## src/rtl/usb_host_trans_sequencer.sv

```systemverilog
// usb_host_trans_sequencer
// Host-side USB transaction initiator. One accepted request runs a complete
// SETUP, IN or OUT transaction: token, optional data packet, response wait and,
// for IN data, the host ACK. Tx goes through a send-packet block and Rx through
// a get-packet block. Both use the same handshake: a one-cycle request pulse
// while the block is ready, one ignored cycle, then a wait for ready again.
// Optional feature macro: HOST_NAK_RETRY_EN. When it is defined, a NAK
// re-issues the transaction up to MAX_NAK_RETRY times before completing.
module usb_host_trans_sequencer #(
`ifdef HOST_NAK_RETRY_EN
   parameter logic [7:0]  MAX_NAK_RETRY = 8'd3,
`endif
   parameter logic [15:0] RESP_TIMEOUT  = 16'd1024
) (
   input  logic       clk,
   input  logic       rst,
   input  logic       transReq,
   input  logic [1:0] transType,
   input  logic [6:0] tgtAddr,
   input  logic [3:0] tgtEndP,
   output logic       busy,
   output logic       transDone,
   output logic [7:0] transStatus,
   output logic       sendPacketWEn,
   input  logic       sendPacketRdy,
   output logic [3:0] sendPacketPID,
   output logic [6:0] sendPacketAddr,
   output logic [3:0] sendPacketEndP,
   output logic       getPacketREn,
   input  logic       getPacketRdy,
   input  logic [3:0] RxPID,
   input  logic       CRCError,
   input  logic       bitStuffError,
   input  logic       RxOverflow,
   input  logic       RxTimeOut,
   input  logic       dataSequence
);

   localparam logic [3:0] PID_OUT   = 4'h1;
   localparam logic [3:0] PID_IN    = 4'h9;
   localparam logic [3:0] PID_SETUP = 4'hD;
   localparam logic [3:0] PID_DATA0 = 4'h3;
   localparam logic [3:0] PID_DATA1 = 4'hB;
   localparam logic [3:0] PID_ACK   = 4'h2;
   localparam logic [3:0] PID_NAK   = 4'hA;
   localparam logic [3:0] PID_STALL = 4'hE;

   localparam logic [1:0] TYPE_SETUP = 2'd0;
   localparam logic [1:0] TYPE_IN    = 2'd1;
   localparam logic [1:0] TYPE_OUT1  = 2'd3;

   // Handshake phases inside every Tx/Rx state
   localparam logic [1:0] PH_ISSUE = 2'd0;   // wait for ready, then request
   localparam logic [1:0] PH_PULSE = 2'd1;   // request pulse is on the port
   localparam logic [1:0] PH_SKIP  = 2'd2;   // ready ignored for one cycle
   localparam logic [1:0] PH_WAIT  = 2'd3;   // wait for ready = finished

   typedef enum logic [2:0] {IDLE, TOKEN, DATA, RESP, EVAL, HACK, DONE} stateT;

   stateT       stateReg, stateNext;
   logic [1:0]  phaseReg, phaseNext;
   logic [15:0] wdReg, wdNext;
   logic [1:0]  typeReg, typeNext;
   logic [6:0]  addrReg, addrNext;
   logic [3:0]  endPReg, endPNext;
   logic [3:0]  pidReg, pidNext;
   logic        wEnReg, wEnNext;
   logic        rEnReg, rEnNext;
   logic [7:0]  statusReg, statusNext;
   logic [3:0]  rxPidReg, rxPidNext;
   logic [3:0]  rxFlagsReg, rxFlagsNext;
   logic        rxSeqReg, rxSeqNext;
   logic [3:0]  txPid;
   logic        timeoutHit;
`ifdef HOST_NAK_RETRY_EN
   logic [7:0]  retryReg, retryNext;
   logic [7:0]  retryInc;

   assign retryInc = (retryReg == 8'hFF) ? retryReg : retryReg + 8'd1;
`endif

   // Expiry is detected one cycle early so transDone lands exactly
   // RESP_TIMEOUT cycles after the receive request.
   assign timeoutHit = ({1'b0, wdReg} + 17'd1) >= {1'b0, RESP_TIMEOUT};

   // PID of the packet the current Tx state sends
   always_comb begin
      txPid = PID_ACK;
      if (stateReg == TOKEN) begin
         case (typeReg)
            TYPE_SETUP: txPid = PID_SETUP;
            TYPE_IN:    txPid = PID_IN;
            default:    txPid = PID_OUT;
         endcase
      end else if (stateReg == DATA) begin
         txPid = (typeReg == TYPE_OUT1) ? PID_DATA1 : PID_DATA0;
      end
   end

   // Next-state, handshake and status logic
   always_comb begin
      stateNext   = stateReg;
      phaseNext   = phaseReg;
      typeNext    = typeReg;
      addrNext    = addrReg;
      endPNext    = endPReg;
      pidNext     = pidReg;
      wEnNext     = 1'b0;
      rEnNext     = 1'b0;
      statusNext  = statusReg;
      rxPidNext   = rxPidReg;
      rxFlagsNext = rxFlagsReg;
      rxSeqNext   = rxSeqReg;
`ifdef HOST_NAK_RETRY_EN
      retryNext   = retryReg;
`endif
      case (stateReg)
         IDLE: begin
            if (transReq) begin
               typeNext   = transType;
               addrNext   = tgtAddr;
               endPNext   = tgtEndP;
               statusNext = 8'h00;
               phaseNext  = PH_ISSUE;
               stateNext  = TOKEN;
`ifdef HOST_NAK_RETRY_EN
               retryNext  = 8'd0;
`endif
            end
         end
         TOKEN, DATA, HACK: begin
            case (phaseReg)
               PH_ISSUE: begin
                  if (sendPacketRdy) begin
                     wEnNext   = 1'b1;
                     pidNext   = txPid;
                     phaseNext = PH_PULSE;
                  end
               end
               PH_PULSE: phaseNext = PH_SKIP;
               PH_SKIP:  phaseNext = PH_WAIT;
               default: begin
                  if (sendPacketRdy) begin
                     phaseNext = PH_ISSUE;
                     if (stateReg == TOKEN) begin
                        stateNext = (typeReg == TYPE_IN) ? RESP : DATA;
                     end else if (stateReg == DATA) begin
                        stateNext = RESP;
                     end else begin
                        statusNext[7] = 1'b1;
                        stateNext     = DONE;
                     end
                  end
               end
            endcase
         end
         RESP: begin
            if (phaseReg == PH_ISSUE) begin
               if (getPacketRdy) begin
                  rEnNext   = 1'b1;
                  phaseNext = PH_PULSE;
               end
            end else if (phaseReg == PH_WAIT && getPacketRdy) begin
               rxPidNext   = RxPID;
               rxFlagsNext = {RxTimeOut, RxOverflow, bitStuffError, CRCError};
               rxSeqNext   = dataSequence;
               phaseNext   = PH_ISSUE;
               stateNext   = EVAL;
            end else if (timeoutHit) begin
               statusNext[3] = 1'b1;
               phaseNext     = PH_ISSUE;
               stateNext     = DONE;
            end else if (phaseReg != PH_WAIT) begin
               phaseNext = phaseReg + 2'd1;
            end
         end
         EVAL: begin
            phaseNext = PH_ISSUE;
            stateNext = DONE;
            if (|rxFlagsReg) begin
               // Receive errors outrank whatever PID was decoded
               statusNext[3:0] = rxFlagsReg;
            end else if (rxPidReg == PID_NAK) begin
`ifdef HOST_NAK_RETRY_EN
               retryNext = retryInc;
               if (retryInc <= MAX_NAK_RETRY) begin
                  statusNext = 8'h00;
                  stateNext  = TOKEN;
               end else begin
                  statusNext[4] = 1'b1;
               end
`else
               statusNext[4] = 1'b1;
`endif
            end else if (rxPidReg == PID_STALL) begin
               statusNext[5] = 1'b1;
            end else if (typeReg == TYPE_IN) begin
               if (rxPidReg == PID_DATA0 || rxPidReg == PID_DATA1) begin
                  statusNext[6] = rxSeqReg;
                  stateNext     = HACK;
               end else begin
                  statusNext[3] = 1'b1;
               end
            end else if (rxPidReg == PID_ACK) begin
               statusNext[7] = 1'b1;
            end else begin
               statusNext[3:0] = rxFlagsReg;
            end
         end
         default: begin
            stateNext = IDLE;
         end
      endcase
      // Watchdog restarts on every state entry and is held at zero until the
      // request pulse, so it counts cycles since that pulse.
      if (stateNext != stateReg || phaseNext <= PH_PULSE) begin
         wdNext = 16'd0;
      end else begin
         wdNext = (wdReg == 16'hFFFF) ? wdReg : wdReg + 16'd1;
      end
   end

   // State and datapath registers with synchronous reset
   always_ff @(posedge clk) begin
      if (rst) begin
         stateReg   <= IDLE;
         phaseReg   <= PH_ISSUE;
         wdReg      <= 16'd0;
         typeReg    <= 2'd0;
         addrReg    <= 7'd0;
         endPReg    <= 4'd0;
         pidReg     <= 4'd0;
         wEnReg     <= 1'b0;
         rEnReg     <= 1'b0;
         statusReg  <= 8'd0;
         rxPidReg   <= 4'd0;
         rxFlagsReg <= 4'd0;
         rxSeqReg   <= 1'b0;
`ifdef HOST_NAK_RETRY_EN
         retryReg   <= 8'd0;
`endif
      end else begin
         stateReg   <= stateNext;
         phaseReg   <= phaseNext;
         wdReg      <= wdNext;
         typeReg    <= typeNext;
         addrReg    <= addrNext;
         endPReg    <= endPNext;
         pidReg     <= pidNext;
         wEnReg     <= wEnNext;
         rEnReg     <= rEnNext;
         statusReg  <= statusNext;
         rxPidReg   <= rxPidNext;
         rxFlagsReg <= rxFlagsNext;
         rxSeqReg   <= rxSeqNext;
`ifdef HOST_NAK_RETRY_EN
         retryReg   <= retryNext;
`endif
      end
   end

   assign busy           = (stateReg != IDLE);
   assign transDone      = (stateReg == DONE);
   assign transStatus    = statusReg;
   assign sendPacketWEn  = wEnReg;
   assign sendPacketPID  = pidReg;
   assign sendPacketAddr = addrReg;
   assign sendPacketEndP = endPReg;
   assign getPacketREn   = rEnReg;

endmodule

```

## config.mk

```make
export PLATFORM = sky130hd
export DESIGN_NAME = usb_host_trans_sequencer
export DESIGN_NICKNAME = d
export VERILOG_FILES = /design/src/rtl/usb_host_trans_sequencer.sv
export SDC_FILE = /design/constraint.sdc
export NUM_CORES = 1
export LEC_CHECK = 0
export BUFFER_PORTS_ARGS = -buffer_cell sky130_fd_sc_hd__buf_2
export CAP_MARGIN = 30
export CORE_UTILIZATION = 45
export CTS_BUF_LIST = sky130_fd_sc_hd__clkbuf_8 sky130_fd_sc_hd__clkbuf_16
export CTS_CLUSTER_SIZE = 14
export DETAILED_ROUTE_END_ITERATION = 6
export PLACE_DENSITY = 0.71
export SLEW_MARGIN = 25
export SYNTH_ARGS = -nofsm -noshare
export SYNTH_HDL_FRONTEND = slang
export SYNTH_SLANG_ARGS = --single-unit
export TNS_END_PERCENT = 1
```

## constraint.sdc

```tcl
create_clock -name clk -period 2.5 [get_ports clk]
set_input_delay 0.625 -clock clk [delete_from_list [all_inputs] [get_ports clk]]
set_output_delay 0.625 -clock clk [all_outputs]
set_load 0.05 [all_outputs]
```

Yosys cells after proc, flatten, opt, wreduce, memory -nomap -nowiden
Cells that the tools add are included.
{ "totals": {"ff_bits": 57, "output_inout_bits": 27, "elab_cells": 152} }
{ "op_classes": {"n_eq_ne": 42, "muxes": 59, "n_reduce_logical": 25, "n_bitwise": 3, "n_lt_le_gt_ge": 2, "addsub": 3} }
{ "op_table": {"columns": ["op", "count"], "rows": [
  ["!= test 2 bit, second input constant", 18],
  ["2-to-1 mux 4 bit", 8],
  ["2-to-1 mux 3 bit", 10],
  ["2-to-1 mux 2 bit", 14],
  ["2-to-1 mux 1 bit", 18],
  ["adder 16 x 1 -> 17 bit, second input constant", 1],
  [">= comparator 17 x 11 -> 1 bit, second input constant", 1],
  ["adder 16 x 1 -> 16 bit, second input constant", 1],
  ["equality test 16 bit, second input constant", 1],
  ["equality test 4 bit, second input constant", 3],
  ["!= test 3 bit, second input constant", 4],
  ["one-hot mux 3 bit (2 select lines)", 2],
  ["one-hot mux 3 bit (4 select lines)", 1],
  ["OR reduction 3 bit", 4],
  ["AND reduction 11 bit", 1],
  ["equality test 3 bit, second input constant", 3],
  ["AND reduction 9 bit", 1],
  ["nonzero test 3 bit", 3],
  ["equality test 4 x 2 -> 1 bit, second input constant", 2],
  ["2-to-1 mux 8 bit", 1],
  ["!= test 4 bit, second input constant", 2],
  ["one-hot mux 2 bit (4 select lines)", 1],
  ["one-hot mux 4 bit (2 select lines)", 1],
  ["AND reduction 7 bit", 1],
  ["other kinds (22)", 32]
]} }

Longest topological paths before layout
Gate-level depths: netlist (run 1).
{ "depth": {"word_depth": 11, "depth_mapped": 10, "ltp_nobuf": 8} }

Worst setup path after synthesis (run 1)
OpenSTA, ideal clock, no wires.
{ "synth_timing": {"path_kind": "register to register", "start": "register wdReg[0]", "end": "register wdReg[1]", "path_slack_ps": 210, "synth_period_minus_slack_ps": 2290, "stages_incl_launch_ff": 10, "arrival_ps": 2213, "required_time_ps": 2422, "cell_sequence": "dfxtp_1 -> ha_1 -> and3_1 -> and3_1 -> clkbuf_1 -> mux2_2 -> o21ai_2 -> a31oi_4 -> buf_6 -> nor3_1"} }
{ "synth_via": {"elab_chain_len": 9, "elab_cells_between_ends": 16, "classes_between": "add/sub: 2; order compare: 2; eq/ne: 2; mux: 8; reduce/logical: 2"} }
{ "synth_lines": {"columns": ["element", "line_no", "source"], "rows": [
  ["start, declared", "62", "logic [15:0] wdReg, wdNext;"],
  ["start signal, assigned", "245", "wdReg <= wdNext;"],
  ["adder 16 x 1 -> 17 bit", "84", "assign timeoutHit = ({1'b0, wdReg} + 17'd1) >= {1'b0, RESP_TIMEOUT};"],
  [">= comparator 17 x 11 -> 1 bit", "84", null],
  ["2-to-1 mux 2 bit or 2-to-1 mux 3 bit (tied branches)", "169", "end else if (timeoutHit) begin"],
  ["2-to-1 mux 2 bit or 2-to-1 mux 3 bit (tied branches)", "163", "end else if (phaseReg == PH_WAIT && getPacketRdy) begin"],
  ["2-to-1 mux 2 bit or 2-to-1 mux 3 bit (tied branches)", "158", "if (phaseReg == PH_ISSUE) begin"],
  ["one-hot mux 2 bit (4 select lines) or one-hot mux 3 bit (4 select lines) (tied branches)", "117", "case (stateReg)"],
  ["<= comparator 2 x 1 -> 1 bit or != test 3 bit (tied branches)", "216", "if (stateNext != stateReg || phaseNext <= PH_PULSE) begin"],
  ["logical OR 1 bit", "216", null],
  ["OR reduction 2 bit (no line)", null, null]
]} }
Parallel ways exist; a longest one is shown, timed or not.
A chain may end at the register's enable or synchronous reset.

Final worst setup path (run 1)
{ "layout_timing": {"start": "register wdReg[0]", "end": "register wdReg[4]"} }
Same word-level chain as after synthesis.

==> results.cfg, run 1 <==
[pwr]
maximum_vdd_ir_drop_mv = 0.381
power.density_nw_per_um2 = 578
power.share.sequential_pct = 46.1
share_clk_of_total_power_pct = 41.3
p_leak_nw = 1.41
share_comb_of_total_power_pct = 12.6
netSwitchingFraction_pct = 28.2
power_w = 0.00205
internal_power_w = 0.00147
switchingPower_w = 0.000578

[timing]
worst_slew_pin_tran_ns = 0.557
max_clock_freq_ghz = 0.428
report.final.slew_viol_count = 0
fin_crit_ns = 2.34
final_hold_viol_count = 0
rsz0062_at_grt = false
period_share_pct = 93.5
post-route-worst-setup-slack_ns = 0.162
final.setup.tns_ns = 0
relSlewSlack_pct = 62.9
finClkSkew_ns = 0.0173
timing.final.setup_violations = 0

[global_routing]
grt_overflow = 0
grt_first_pass_wirelength_um = 11400
grt_start_max_net_pins = 24
gr-usage-all-layers_pct = 20.5
first_global_vias = 2514
antenna_found_initial = 0

[clock_network]
worst_setup_hold_path_clk_slew_ns = 0.07
cts-htree-levels = 3
post-cts-setup-buffers = 0
cts.root.buffer_cell = clkbuf_8
worstSkewPairLatency_ns = 0.35
cts.sinks = 57
clock_tree_buffer_depth = 2
cts_tree = yes
hold_buffers = 0
cts.repair.resized = 0
numCtsBuffers = 9

[detailed_routing]
dr.pass1.iters = 4
ant_nets = 0
routed_wire_length_per_instance_um = 13.8
post_detailed_route_drc_marker_count = 0
drt_first_iter_violations = 201
wirelength_um = 6870
routed-via-count = 2806
detail_route.vias_per_cell = 5.65

[synthesis]
synth.net_count = 388
ys_ff_latch = 57
synth_top_cells_by_area = dfxtp_1 39%, nand2_1 5.8%, a21oi_1 4.6%
synth.distinct_cells = 58
synth_largest_type_area_fraction_pct = 38.6
postSynth.asyncResetShare_pct = 0
synth_largest_area_cell = dfxtp_1
ys_warn_count = 0
synth_common_cells = 57 x dfxtp_1, 46 x nand2_1, 35 x nor2_1
edff_count_synth = 0
post_synth.cell_area_avg_sq_um = 8.32
seq_area_frac_synth_pct = 38.6
synth-main-ff-cell = dfxtp_1
most_common_cell_in_the_synthesized_netlist = dfxtp_1
synthCells = 355
synth_area_sq_um = 2960

[die]
coreArea_sq_um = 6350
floorplan.initialDensity_pct = 46.5
die_w_um = 83.0
num_rows = 29
die_height_um = 83.0
floorplan.die_area_sq_um = 6900
boundaryPins = 54

[placement]
dpl-instance-area_sq_um = 3340
portBuffers = 53
dp_hpwl_um = 4880
dp_worst_setup_slack_ns = 0.0260
gp_weighted_congestion = 0.868

[worst_setup_path]
worst_ep_required_time_ns = 2.73
timing.critical_path.fanout_max = 16
path_class = reg -> reg
cp.arrival_ns = 2.57
cpPeakStageDelay_ns = 0.38
worst_setup_path_end_kind = register
worst_path_max_delay_cell = mux2_2
crit_path_start_kind = register
critical_path_cell_by_cell = ha_1 -> and3_1 -> and3_2 -> mux2_2 -> o21ai_4 -> a31oi_4 -> buf_12 -> a2111oi_2

[finish]
design.final.nets = 448
syn2layout_area_growth_pct = 20.1
layout_cells_sized_above_1_pct = 25.0
finalCoreUtilization_pct = 55.9
antenna_cells = 0
layout.cell_area.non_filler_sq_um = 3550

[min_path]
worst_min_path_class = reg -> reg

[run]
max_capacitance_violation_count = 0

[status]
run_status = finished clean
path summary, 6_finish.rpt:
| kind | startpoint | to | slack, ns | cells past startpoint |
|---|---|---|---|---|
| max | wdReg[0] | wdReg[4] | 0.16 | 8 |
| min | transStatus[5] | transStatus[5] | 0.45 | 2 |
| max reg2reg | wdReg[0] | wdReg[4] | 0.16 | 8 |
| min reg2reg | transStatus[5] | transStatus[5] | 0.45 | 2 |
critical path: cells and delay by family, from the launching register on:
| family | cells | cell delay (ns) |
|---|---|---|
| AO/OA/AOI/OAI | 3 | 0.62 |
| adder cells (fa/ha/maj) | 1 | 0.20 |
| buffers and inverters | 1 | 0.17 |
| flip-flops | 1 | 0.34 |
| multiplexers | 1 | 0.38 |
| AND/OR/NAND/NOR | 2 | 0.52 |
layout make-up:
type	count	area [sq um]
tap	77	96.3
multi-input combinational	271	1700
sequential	57	1140
inverter	10	37.5
clock buffer	9	124
clock inverter	7	71.3
fill	586	2800
timing repair buffer	66	375
power by group through the flow:
stage | clock network (W) | logic, W | registers (W)
finish | 0.000848 | 0.000258 | 0.000946
global route | 0.000906 | 0.000280 | 0.000949
CTS | 0.000865 | 0.000259 | 0.000946
detailed placement | 0 | 0.000258 | 0.000966
global placement | 0 | 0.000254 | 0.000965
floorplan | 0 | 0.000122 | 0.00102
sequential cells by signal (all words and copies together), names as in the netlist:
signal	cells
rxPidReg	4
sendPacketEndP	4
sendPacketAddr	7
typeReg	2
phaseReg	2
stateReg	3
wdReg	16
sendPacketWEn	1
sendPacketPID	4
rxSeqReg	1
transStatus	8
rxFlagsReg	4
getPacketREn	1
logic make-up (layout without fill, tap and decap cells):
logic type	count (synthesis)	after routing	synth area share, %
and+or+nand+nor	164	164	28.6
AOI/OAI and AO/OA	78	78	18.5
DFF	57	57	38.6
buffers and inverters	27	92	4.32
muxes	14	14	4.78
xor gates and xnor gates	9	9	2.67
adders and majority gates	6	6	2.54
metal layers:
layer  global-route usage (%)  wire [um]  up-vias
met1                     26.9       3240     1296
li1                         -          -     1412
met2                     31.4       3120       87
met5                        0          0        -
met3                     5.77        402       11
met4                     8.78        109        0
per-stage QoR:
step                      hold slack [ns]  cells
final                               0.453    497
after global routing                0.479    497
after CTS                           0.454    497
after detailed placement            0.443    481
after global placement              0.437    481
after floorplan                     0.461    355
layout by cell type, fill, tap and decap left out, types with 9 or more instances in the layout:
| cell | synthesis | layout |
|---|---|---|
| a21oi_1 | 27 | 27 |
| o21ai_0 | 12 | 12 |
| nand2_1 | 46 | 46 |
| nor2_1 | 35 | 35 |
| mux2i_1 | 13 | 13 |
| inv_1 | 10 | 10 |
| dfxtp_1 | 57 | 56 |
| clkbuf_8 | 0 | 9 |
| buf_2 | 0 | 53 |
| buf_4 | 1 | 12 |
| nor3_1 | 17 | 17 |
| nand3_1 | 12 | 12 |
Power figures use the tool's default switching activity.
==> inputs of run 2 (changes only) <==
- CORE_MARGIN: default -> 2
==> run 2 against run 1 <==
  * Register-to-register slack about the same
  * Worst hold slack worse by 0.0071 ns
  * Sequential share of layout area down 0.42 points
  * Global-route usage down 1.0 points
  * Clock power about the same
  * Via count down 0.78%
  * Critical path depth down 5
  * Die area up 4.9%
  * Flip-flop and latch count unchanged
  * Non-clock buffer count up 1
  * Critical endpoint is now transDone
  * Largest power group unchanged
==> results.cfg, run 2 (synthesis gave the netlist of run 1 again) <==
[die]
die_height_um = 85.0
coreArea_sq_um = 6350
die_w_um = 85.0
floorplan.initialDensity_pct = 46.5
num_rows = 29
floorplan.die_area_sq_um = 7230
boundaryPins = 54

[worst_setup_path]
worst_ep_required_time_ns = 1.88
cpPeakStageDelay_ns = 0.72
worst_path_max_delay_cell = dfxtp_1
worst_setup_path_end_kind = primary output
worstRegToRegCells = 8
critical_path_cell_by_cell = nand2_1 -> nor2_1 -> buf_2
path_buf_inv = 1
cp.arrival_ns = 1.72
crit_path_start_kind = register
timing.critical_path.fanout_max = 20
cp_top_family = flip-flops
worstSetupPathDepth = 3
path_class = reg -> out

[global_routing]
grt_first_pass_wirelength_um = 11400
antenna_found_initial = 0
grt_start_max_net_pins = 23
grt_overflow = 0
gr-usage-all-layers_pct = 19.5
first_global_vias = 2533

[detailed_routing]
wirelength_um = 7000
routed_wire_length_per_instance_um = 14.0
drt_first_iter_violations = 210
post_detailed_route_drc_marker_count = 0
detail_route.vias_per_cell = 5.58
routed-via-count = 2784
ant_nets = 0
dr.pass1.iters = 4

[clock_network]
worst_setup_hold_path_clk_slew_ns = 0.07
cts-htree-levels = 3
cts.root.buffer_cell = clkbuf_8
cts_tree = yes
worstSkewPairLatency_ns = 0.34
clock_tree_buffer_depth = 2
numCtsBuffers = 9
hold_buffers = 0
cts.sinks = 57

[finish]
fillers = 586
design.final.nets = 450
largest_reg_flops = 16
multi_input_gate_area_sq_um = 1740
syn2layout_area_growth_pct = 21.5
layout.cells.most_common_list = 57 x dfxtp_1, 53 x buf_2, 46 x nand2_1, 35 x nor2_1, 27 x a21oi_1
layout.cells.most_common = dfxtp_1
area.sequential_sq_um = 1140
layout_cells_sized_above_1_pct = 25.8
regMostFlops = wdReg
antenna_cells = 0

[pwr]
p_leak_nw = 1.42
power.share.sequential_pct = 46.2
internal_power_w = 0.00147
netSwitchingFraction_pct = 28.1
maximum_vdd_ir_drop_mv = 0.377
switchingPower_w = 0.000575
share_comb_of_total_power_pct = 12.6
share_clk_of_total_power_pct = 41.2
power.density_nw_per_um2 = 571

[placement]
dp_worst_setup_slack_ns = 0.0774
gp_weighted_congestion = 0.872
dp_hpwl_um = 4790
portBuffers = 53

[run]
max_capacitance_violation_count = 0

[min_path]
hold_path_depth = 2
worst_min_path_class = reg -> reg

[timing]
rsz0062_at_grt = false
period_share_pct = 93.9
post-route-worst-setup-slack_ns = 0.152
finClkSkew_ns = 0.00652
final.setup.tns_ns = 0
worst_slew_pin_tran_ns = 0.627
final_hold_viol_count = 0
relSlewSlack_pct = 58.2
timing.final.setup_violations = 0
max_clock_freq_ghz = 0.426
fin_crit_ns = 2.35
report.final.slew_viol_count = 0

[status]
run_status = finished clean
## run 2: cell count changes in the layout (fill, tap and decap cells not counted), sizes merged
cell	change
a31oi	+1
buf	+1
## run 2: layer usage
layer	wire length, um	part of all wire, %	GRT usage [%]
met1	3240	46	26.0
met2	3190	46	30.0
met3	468	6.7	6.42
met4	99	1.4	6.06
met5	0	0	0
## run 2: worst paths after layout
check | end | slack (ns) | start
max | transDone | 0.15 | stateReg[1]
min | transStatus[2] | 0.45 | transStatus[2]
max reg2reg | wdReg[4] | 0.16 | wdReg[1]
min reg2reg | transStatus[2] | 0.45 | transStatus[2]
## run 2: what timing repair did
action                     in CTS  in global routing
setup buffers                   0                  1
gates resized for setup         0                  7
hold endpoints to repair        0                  0
setup endpoints to repair       0                  9
## run 2: stage by stage
stage,power (W),util (%),instance area (sq um),instances,hold WS [ns]
6_report,0.00205,56.6,3590,499,0.446
5_1_grt,0.00215,56.6,3590,499,0.473
4_1_cts,0.00207,55.6,3530,497,0.451
3_5_place_dp,0.00122,52.6,3340,481,0.443
3_3_place_gp,0.00122,52.6,3340,481,0.436
2_1_floorplan,0.00114,-,2960,355,0.461
## run 2: final cells by class
type,instances,area share [%]
Multi-Input combinational cell,272,48.4
Sequential cell,57,31.8
Timing Repair Buffer,67,10.7
Clock buffer,9,3.45
Tap cell,77,2.68
Clock inverter,7,1.99
Inverter,10,1.05
## run 2: worst register-to-register path, delay by kind of cell (launching register included)
kind / cells / cell delay (ns)
AND/OR/NAND/NOR: 3 / 1.01
flip-flops: 1 / 0.33
buffers and inverters: 2 / 0.30
AO/OA/AOI/OAI: 3 / 0.59
## run 2: power by group through the flow
stage | logic [W] | registers, W | clock network [W]
3_3_place_gp | 0.000254 | 0.000966 | 0
2_1_floorplan | 0.000122 | 0.00102 | 0
5_1_grt | 0.000281 | 0.000949 | 0.000921
3_5_place_dp | 0.000256 | 0.000966 | 0
4_1_cts | 0.000256 | 0.000946 | 0.000863
6_report | 0.000259 | 0.000946 | 0.000845
==> inputs of run 3 (changes only) <==
==> constraint.sdc (replaced) <==
create_clock -name clk -period 2.5 [get_ports clk]
set_input_delay 0 -clock clk [delete_from_list [all_inputs] [get_ports clk]]
set_output_delay 0 -clock clk [all_outputs]
set_load 0.05 [all_outputs]
==> run 3 against run 2 <==
  * Global-route usage increased by 1.9 points
  * Non-clock buffer count increased by 28
  * Clock power decreased by 7.9%
  * Critical path depth increased by 5
  * Fmax increased by 1.4%
  * Critical path type is now reg -> reg
==> results.cfg, run 3 (synthesis gave the netlist of run 1 again) <==
[worst_setup_path]
worst_path_max_delay_cell = mux2_2
path_class = reg -> reg
crit_path_start_kind = register
path_buf_inv = 1
worst_setup_path_end_kind = register
cp_top_family = compound AO/OA/AOI/OAI gates
cpPeakStageDelay_ns = 0.38
cp.arrival_ns = 2.55
critical_path_cell_by_cell = ha_1 -> and3_1 -> and3_2 -> mux2_2 -> o21ai_4 -> a31oi_4 -> buf_12 -> a2111oi_2
worst_ep_required_time_ns = 2.74
timing.critical_path.fanout_max = 16

[clock_network]
worstSkewPairLatency_ns = 0.34
cts.sinks = 57
cts.root.buffer_cell = clkbuf_8
clock_tree_buffer_depth = 2
cts_tree = yes
cts-htree-levels = 3
worst_setup_hold_path_clk_slew_ns = 0.07
numCtsBuffers = 9

[timing]
fin_crit_ns = 2.32
rsz0062_at_grt = false
post-route-worst-setup-slack_ns = 0.184
whs_ns = 0.0778
final_hold_viol_count = 0
max_clock_freq_ghz = 0.432
worst_slew_pin_tran_ns = 0.552
relSlewSlack_pct = 63.2
timing.final.setup_violations = 0
period_share_pct = 92.7
report.final.slew_viol_count = 0
final.setup.tns_ns = 0
finClkSkew_ns = 0.00925

[finish]
syn2layout_area_growth_pct = 29.8
regMostFlops = wdReg
finalCoreUtilization_pct = 60.4
antenna_cells = 0
largest_reg_flops = 16
layout.cells.most_common = dfxtp_1
design.final.nets = 478
layout_cells_sized_above_1_pct = 25.1
layout.cells.most_common_list = 56 x dfxtp_1, 53 x buf_2, 46 x nand2_1, 35 x nor2_1, 27 x a21oi_1
layout.cell_area.non_filler_sq_um = 3840

[die]
die_height_um = 85.0
floorplan.die_area_sq_um = 7230
coreArea_sq_um = 6350
floorplan.initialDensity_pct = 46.5
num_rows = 29
die_w_um = 85.0
boundaryPins = 54

[min_path]
worst_min_path_class = in -> reg

[placement]
gp_weighted_congestion = 0.884
portBuffers = 53
dp_worst_setup_slack_ns = 0.135
dp_hpwl_um = 4840
dpl-instance-area_sq_um = 3350

[detailed_routing]
ant_nets = 0
detail_route.vias_per_cell = 5.59
routed_wire_length_per_instance_um = 14.4
post_detailed_route_drc_marker_count = 0
drt_first_iter_violations = 259
dr.pass1.iters = 5
wirelength_um = 7580
routed-via-count = 2948

[status]
run_status = finished clean

[pwr]
maximum_vdd_ir_drop_mv = 0.384
power.density_nw_per_um2 = 526
p_leak_nw = 1.53

[run]
max_capacitance_violation_count = 0

[global_routing]
grt_overflow = 0
gr-usage-all-layers_pct = 21.4
first_global_vias = 2749
antenna_found_initial = 0
grt_first_pass_wirelength_um = 12400
grt_start_max_net_pins = 27
run 3: metal layers:
| metal | global-route usage (%) | share of wire [%] |
|---|---|---|
| met1 | 28.1 | 45 |
| met2 | 33.2 | 47 |
| met3 | 4.77 | 5.5 |
| met4 | 10.2 | 1.7 |
| met5 | 0 | 0 |
run 3: worst paths after layout:
path	startpoint	endpoint	slack, ns	cells past startpoint
min	rst	sendPacketAddr[4]	0.08	2
max	wdReg[0]	wdReg[4]	0.18	8
max reg2reg	wdReg[0]	wdReg[4]	0.18	8
min reg2reg	transStatus[2]	transStatus[2]	0.45	2
run 3: layout make-up:
class	instances	area (sq um)
flip-flops and latches	57	1140
clock inverters	6	41.3
repair buffers	95	651
inverters	10	37.5
clock buffers	10	138
fillers	563	2510
multi-input cells	272	1730
well taps	77	96.3
run 3: per-stage QoR:
stage	std cells	power (W)
final	527	0.00202
after global routing	527	0.00210
after CTS	522	0.00202
after detailed placement	483	0.00122
after global placement	483	0.00122
after floorplan	355	0.00114
run 3: timing repair:
item                       4_1_cts  5_1_grt
gates resized for setup          0        6
hold endpoints to repair        23        0
setup endpoints to repair        0       13
hold buffers                    23        0
buffers inserted                 0        4
run 3: where the power goes:
group          total, W  internal (W)  switching (W)
Sequential     0.000947      0.000929      0.0000184
Combinational  0.000292      0.000114       0.000179
Clock          0.000778      0.000385       0.000393
Total           0.00202       0.00143       0.000590
